$ cat src/rtl/top_level_cipher.sv
// LFSR stream-cipher engine with internal 256-byte data memory.
// Runs one of three hardwired programs (encrypt / decrypt / decrypt-and-strip) per init release.

module cipher_dm (
    input  logic       clk,
    input  logic       we,
    input  logic [7:0] waddr,
    input  logic [7:0] wdata,
    input  logic [7:0] raddr,
    output logic [7:0] rdata
);
    logic [7:0] DM [0:255];

    always_ff @(posedge clk) begin
        if (we) DM[waddr] <= wdata;
    end

    assign rdata = DM[raddr];
endmodule

module top_level_cipher (
    input  logic clk,
    input  logic init,
    output logic done
);
    typedef enum logic [2:0] {IDLE, PARAM, KEY, TAPSRCH, SCAN, RUN, DONE} state_t;

    state_t     state, state_nx;
    logic [1:0] prog;
    logic [7:0] plen, tap, lfsr;
    logic [6:0] cnt, base;
    logic [7:0] key [0:8];
    logic       found;

    logic       mem_we;
    logic [7:0] waddr, wdata, raddr, rdata;

    logic [7:0] cnt8, pad_src, dec, cand, tap_fin;
    logic [6:0] run_idx;
    logic       in_pad, run_ok, cand_ok;

    function automatic logic [7:0] lfsr_step(input logic [7:0] s, input logic [7:0] t);
        return {s[6:0], ^(s & t)};
    endfunction

    function automatic logic [7:0] lfsr_adv(input logic [7:0] s, input logic [7:0] t,
                                            input logic [6:0] n);
        logic [7:0] v;
        v = s;
        for (int i = 0; i < 64; i++)
            if (7'(i) < n) v = lfsr_step(v, t);
        return v;
    endfunction

    function automatic logic [7:0] cand_tap(input logic [2:0] c);
        case (c)
            3'd0:    return 8'he1;
            3'd1:    return 8'hd4;
            3'd2:    return 8'hc6;
            3'd3:    return 8'hb8;
            3'd4:    return 8'hb4;
            3'd5:    return 8'hb2;
            3'd6:    return 8'hfa;
            default: return 8'hf3;
        endcase
    endfunction

    cipher_dm data_mem (
        .clk   (clk),
        .we    (mem_we),
        .waddr (waddr),
        .wdata (wdata),
        .raddr (raddr),
        .rdata (rdata)
    );

    assign cnt8    = {1'b0, cnt};
    assign in_pad  = (cnt8 >= plen) && (cnt8 < plen + 8'd41);
    assign pad_src = cnt8 - plen;
    assign dec     = rdata ^ lfsr;
    assign run_idx = base + cnt;
    assign run_ok  = run_idx < 7'd64;
    assign cand    = cand_tap(cnt[2:0]);
    assign tap_fin = found ? tap : (cand_ok ? cand : 8'he1);

    // A candidate tap is accepted only if it reproduces all eight recovered key transitions.
    always_comb begin
        cand_ok = 1'b1;
        for (int i = 0; i < 8; i++)
            if (lfsr_step(key[i], cand) != key[i+1]) cand_ok = 1'b0;
    end

    always_ff @(posedge clk or negedge init) begin
        if (!init) state <= IDLE;
        else       state <= state_nx;
    end

    always_comb begin
        state_nx = state;
        mem_we   = 1'b0;
        waddr    = 8'd0;
        wdata    = 8'd0;
        raddr    = 8'd0;
        case (state)
            IDLE: begin
                raddr    = 8'd128;
                state_nx = PARAM;
            end
            PARAM: begin
                raddr = 8'd41 + {6'd0, cnt[1:0]};
                if (prog == 2'd0)      state_nx = DONE;
                else if (cnt == 7'd2)  state_nx = (prog == 2'd1) ? RUN : KEY;
            end
            KEY: begin
                raddr = 8'd64 + cnt8;
                if (cnt == 7'd8) state_nx = TAPSRCH;
            end
            TAPSRCH: begin
                if (cnt == 7'd7) state_nx = (prog == 2'd3) ? SCAN : RUN;
            end
            SCAN: begin
                raddr = 8'd64 + cnt8;
                if (dec != 8'h20 || cnt == 7'd63) state_nx = RUN;
            end
            RUN: begin
                mem_we = 1'b1;
                if (prog == 2'd1) begin
                    raddr = pad_src;
                    waddr = 8'd64 + cnt8;
                    wdata = (in_pad ? rdata : 8'h20) ^ lfsr;
                    if (cnt == 7'd63) state_nx = DONE;
                end else begin
                    raddr = 8'd64 + {1'b0, run_idx};
                    waddr = cnt8;
                    wdata = run_ok ? dec : 8'h20;
                    if (cnt == 7'd40) state_nx = DONE;
                end
            end
            DONE:    state_nx = DONE;
            default: state_nx = IDLE;
        endcase
    end

    always_ff @(posedge clk or negedge init) begin
        if (!init) begin
            prog  <= 2'd0;
            plen  <= 8'd0;
            tap   <= 8'd0;
            lfsr  <= 8'd0;
            cnt   <= 7'd0;
            base  <= 7'd0;
            found <= 1'b0;
            for (int i = 0; i < 9; i++) key[i] <= 8'd0;
        end else begin
            case (state)
                IDLE: begin
                    prog <= (rdata == 8'd1 || rdata == 8'd2 || rdata == 8'd3) ? rdata[1:0] : 2'd0;
                    cnt  <= 7'd0;
                end
                PARAM: begin
                    case (cnt[1:0])
                        2'd0:    plen <= rdata;
                        2'd1:    tap  <= rdata;
                        default: lfsr <= rdata;
                    endcase
                    cnt <= (cnt == 7'd2) ? 7'd0 : cnt + 7'd1;
                end
                KEY: begin
                    key[cnt[3:0]] <= rdata ^ 8'h20;
                    cnt   <= (cnt == 7'd8) ? 7'd0 : cnt + 7'd1;
                    found <= 1'b0;
                end
                TAPSRCH: begin
                    if (!found && cand_ok) begin
                        tap   <= cand;
                        found <= 1'b1;
                    end
                    cnt <= cnt + 7'd1;
                    if (cnt == 7'd7) begin
                        cnt  <= 7'd0;
                        tap  <= tap_fin;
                        // Program 2 knows its start index, so jump the keystream straight there.
                        lfsr <= (prog == 2'd2) ? lfsr_adv(key[0], tap_fin, plen[6:0]) : key[0];
                        base <= (prog == 2'd2) ? plen[6:0] : 7'd0;
                    end
                end
                SCAN: begin
                    if (dec != 8'h20) begin
                        base <= cnt;
                        cnt  <= 7'd0;
                    end else begin
                        lfsr <= lfsr_step(lfsr, tap);
                        cnt  <= cnt + 7'd1;
                        if (cnt == 7'd63) begin
                            base <= 7'd64;
                            cnt  <= 7'd0;
                        end
                    end
                end
                RUN: begin
                    lfsr <= lfsr_step(lfsr, tap);
                    cnt  <= cnt + 7'd1;
                end
                default: ;
            endcase
        end
    end

    assign done = (state == DONE);
endmodule

$ cat config.mk
export PLATFORM = sky130hd
export DESIGN_NAME = top_level_cipher
export DESIGN_NICKNAME = d
export VERILOG_FILES = /design/src/rtl/top_level_cipher.sv
export SDC_FILE = /design/constraint.sdc
export NUM_CORES = 2
export LEC_CHECK = 0
export ABC_AREA = 1
export CORE_MARGIN = 1
export CORE_UTILIZATION = 64
export CTS_CLUSTER_SIZE = 25
export DETAILED_ROUTE_END_ITERATION = 10
export GPL_TIMING_DRIVEN = 1
export HOLD_SLACK_MARGIN = 0.06
export PLACE_DENSITY = 0.8
export SLEW_MARGIN = 20
export SYNTH_ARGS = -nofsm -noshare
export SYNTH_HDL_FRONTEND = slang
export SYNTH_SLANG_ARGS = --single-unit
export TNS_END_PERCENT = 20
$ cat constraint.sdc
create_clock -name clk -period 23 [get_ports clk]
set_clock_uncertainty 0.15 [all_clocks]
set_input_delay 3.45 -clock clk [delete_from_list [all_inputs] [get_ports clk]]
set_output_delay 3.45 -clock clk [all_outputs]
set_load 0.005 [all_outputs]
==> flow_metrics.tcl <==
set metrics [dict create \
    rows 151 \
    seq_area_frac_synth_pct 58.59 \
    yosys.cell_count.top_type "edfxtp_1" \
    portBuffers 2 \
    leakagePower_nw 37.68 \
    finalWirelength_mm 298.6 \
    routedWlPerCell_um 22.92 \
    die_y_um 416.4 \
    ys_types 74 \
    fillers 11570 \
    grt_overflow 0 \
    cts_buffers 194 \
    grt_setup_unrepaired "yes" \
    syn_to_final_growth_pct 9.992 \
    cts_sinks 2164 \
    synth_edf_count 2048 \
    place.gp.congestion 0.9428 \
    via_per_inst 6.411 \
    synthCells 10470 \
    seqPwrFrac_pct 57.6 \
    vdd_drop_max_uv 74.21 \
    num_io_pins 3 \
    drc 0 \
    yosys.area.top_type "edfxtp_1" \
    grt_max_degree 189 \
    crit_path_end_kind "flop" \
    drive_above_1_share_pct 18.28 \
    post-synth-top-area-fraction_pct 55.95 \
    swShare_pct 19.13 \
    hold_class "reg2reg" \
    power_mw 7.373 \
    final_antenna_net_count 0 \
    timing.fmax_ghz 0.03988 \
    max-slew-margin-rel_pct 15.73 \
    syn_nets 10500 \
    intPower_mw 5.962 \
    hold_slack_ns 0.3591 \
    clk_pin_slew_worst_paths_ns 0.06 \
    yosys-top-cells-count "2048 x edfxtp_1, 1815 x nand2_1, 977 x nand3_1" \
    cts_max_level 4 \
    coreArea_um2 170000 \
    path_common_cell "nand2_1" \
    clk_latency_ns 0.84 \
    cp.arrival_ns 25.62 \
    hold_buffers 0 \
    fin_nets 10680 \
    min_period_ns 25.07 \
    grt_first_pass_wirelength_mm 455.9 \
    final_cell_area_um2 120900 \
    syn_area_um2 109900 \
    synthFlopType "edfxtp_1" \
    antenna_found_initial 3 \
    max_stage_delay_ns 0.44 \
    slew_viol_final 0 \
    cp-start-kind "flop" \
    final_util_pct 71.10 \
    synth-seq-cells 2164 \
    cts_tree "yes" \
    initial_core_util_pct 64.65 \
    fin_ws_ns -2.075 \
    synth_area_per_cell_um2 10.50 \
    placed_cell_area_um2 114100 \
    violations "negative setup slack" \
    initialDrtViolationCount 10910 \
    ys_top_cells_by_area "edfxtp_1 56%, nand2_1 6.2%, o211ai_1 4.7%" \
    vias 83530 \
    yosysWarnings 0 \
    worst_slew_pin_slew_ns 1.260 \
    critPathMaxFanout 19 \
    finalCritPeriodShare_pct 109.0 \
    drt-pass1-iter-count 6 \
    cts-root-buf "clkbuf_16" \
    p_clk_share_pct 42.4 \
    dp_hpwl_mm 183.1 \
    critical_path_class "reg2reg" \
    setup_violations 8 \
    async_reset_ff_share_pct 5.360 \
    final.setup.tns_ns -12.17 \
    status "finished with violations" \
    fp.dieW_um 416.4 \
    powerDensity_nw_per_um2 60.98 \
    required_ns 23.54 \
    dieArea_um2 173400 \
    p_sw_mw 1.411 \
    cts_buffer_depth 3 \
    grtUsageTotal_pct 33.89 \
    maxCapViolations 0 \
    slowest_stage "dfrtp_2" \
    grt_pass1_vias 79650 \
    hold_viol_final 0 \
    p_comb_share_pct 0.1 \
]
## placed cells by master, fill, tap and decap left out, drive strengths merged, types with 83 or more instances in the layout
cell	count
edfxtp	2048
nand2	2021
nand3	1102
o21ai	832
nor2	828
o211ai	685
buf	572
inv	544
or2	509
mux2i	375
clkbuf	252
xor2	142
clkinv	123
o221ai	118
dfrtp	116
o22ai	114
a21oi	103
nand4	83
## power groups by stage
stage | registers (mW) | logic, mW | clock network [mW]
2_1_floorplan | 4.33 | 0.0000173 | 0
3_3_place_gp | 4.33 | 0.00462 | 0
3_5_place_dp | 4.33 | 0.00465 | 0
4_1_cts | 4.24 | 0.00466 | 3.12
5_1_grt | 4.24 | 0.00518 | 3.27
6_report | 4.24 | 0.00447 | 3.12
## stage by stage
step	cells	worst slack, ns
after CTS	13010	-1.476
after floorplan	10470	2.001
after global placement	12650	-0.6448
final	13030	-2.075
after global routing	13030	-4.881
after detailed placement	12650	-1.800
## logic make-up after synthesis
logic type | count (synthesis) | share of synthesized area [%]
fa+ha+maj | 29 | 0.3438
simple gates | 4593 | 19.75
xor+xnor | 210 | 1.847
flops | 2164 | 58.59
compound gates | 1926 | 11.20
buf+inv | 1168 | 4.855
mux | 375 | 3.415
## final timing paths
path / from / endpoint / slack (ns) / depth (start not counted)
max: cnt[0] / lfsr[0] / -2.07 / 262
min: key[4] / key[4] / 0.36 / 2
max reg2reg: cnt[0] / lfsr[0] / -2.07 / 262
min reg2reg: key[4] / key[4] / 0.36 / 2
max in group asynchronous: init / cnt[0] / 18.75 / 2
min in group asynchronous: init / key[55] / 2.49 / 1
## final cells by class
type	instances	area, um2	area share, %
multi-input cells	7134	40890	33.82
diodes	3	7.507	0.006209
well taps	2218	2775	2.295
clock buffers	252	5197	4.299
flip-flops and latches	2164	64400	53.27
inverters	578	2245	1.857
repair buffers	573	4517	3.736
clock inverters	107	869.6	0.7192
## registers in the layout (all words and copies together), names as in the netlist
register	count
key	72
data_mem.DM	2048
state	3
cnt	7
lfsr	8
tap	8
plen	8
found	1
prog	2
base	7
## routing by layer
metal / up-vias / wire length (um) / track usage, %
met5: - / 11 / 0
met4: 2 / 14910 / 15.90
met3: 880 / 29790 / 5.519
met2: 4695 / 141900 / 55.55
met1: 40110 / 112000 / 44.37
li1: 37840 / - / -
## repair_timing
item	4_1_cts	5_1_grt
cloned	0	1
endpoints found under the hold margin	0	0
pin swaps	42	61
gates resized for setup	58	67
endpoints found under the setup margin	8	8
buffers inserted	8	13
## worst max-delay path: cells and delay by family, from the launching register on
| family | cells | cell delay [ns] |
|---|---|---|
| adders and majority gates | 1 | 0.20 |
| and+or+nand+nor | 243 | 22.13 |
| DFF | 1 | 0.44 |
| buffers and inverters | 13 | 1.25 |
| AOI/OAI and AO/OA | 3 | 0.27 |
| xor gates and xnor gates | 2 | 0.45 |
Note: power is estimated with default switching activity, not from simulation.
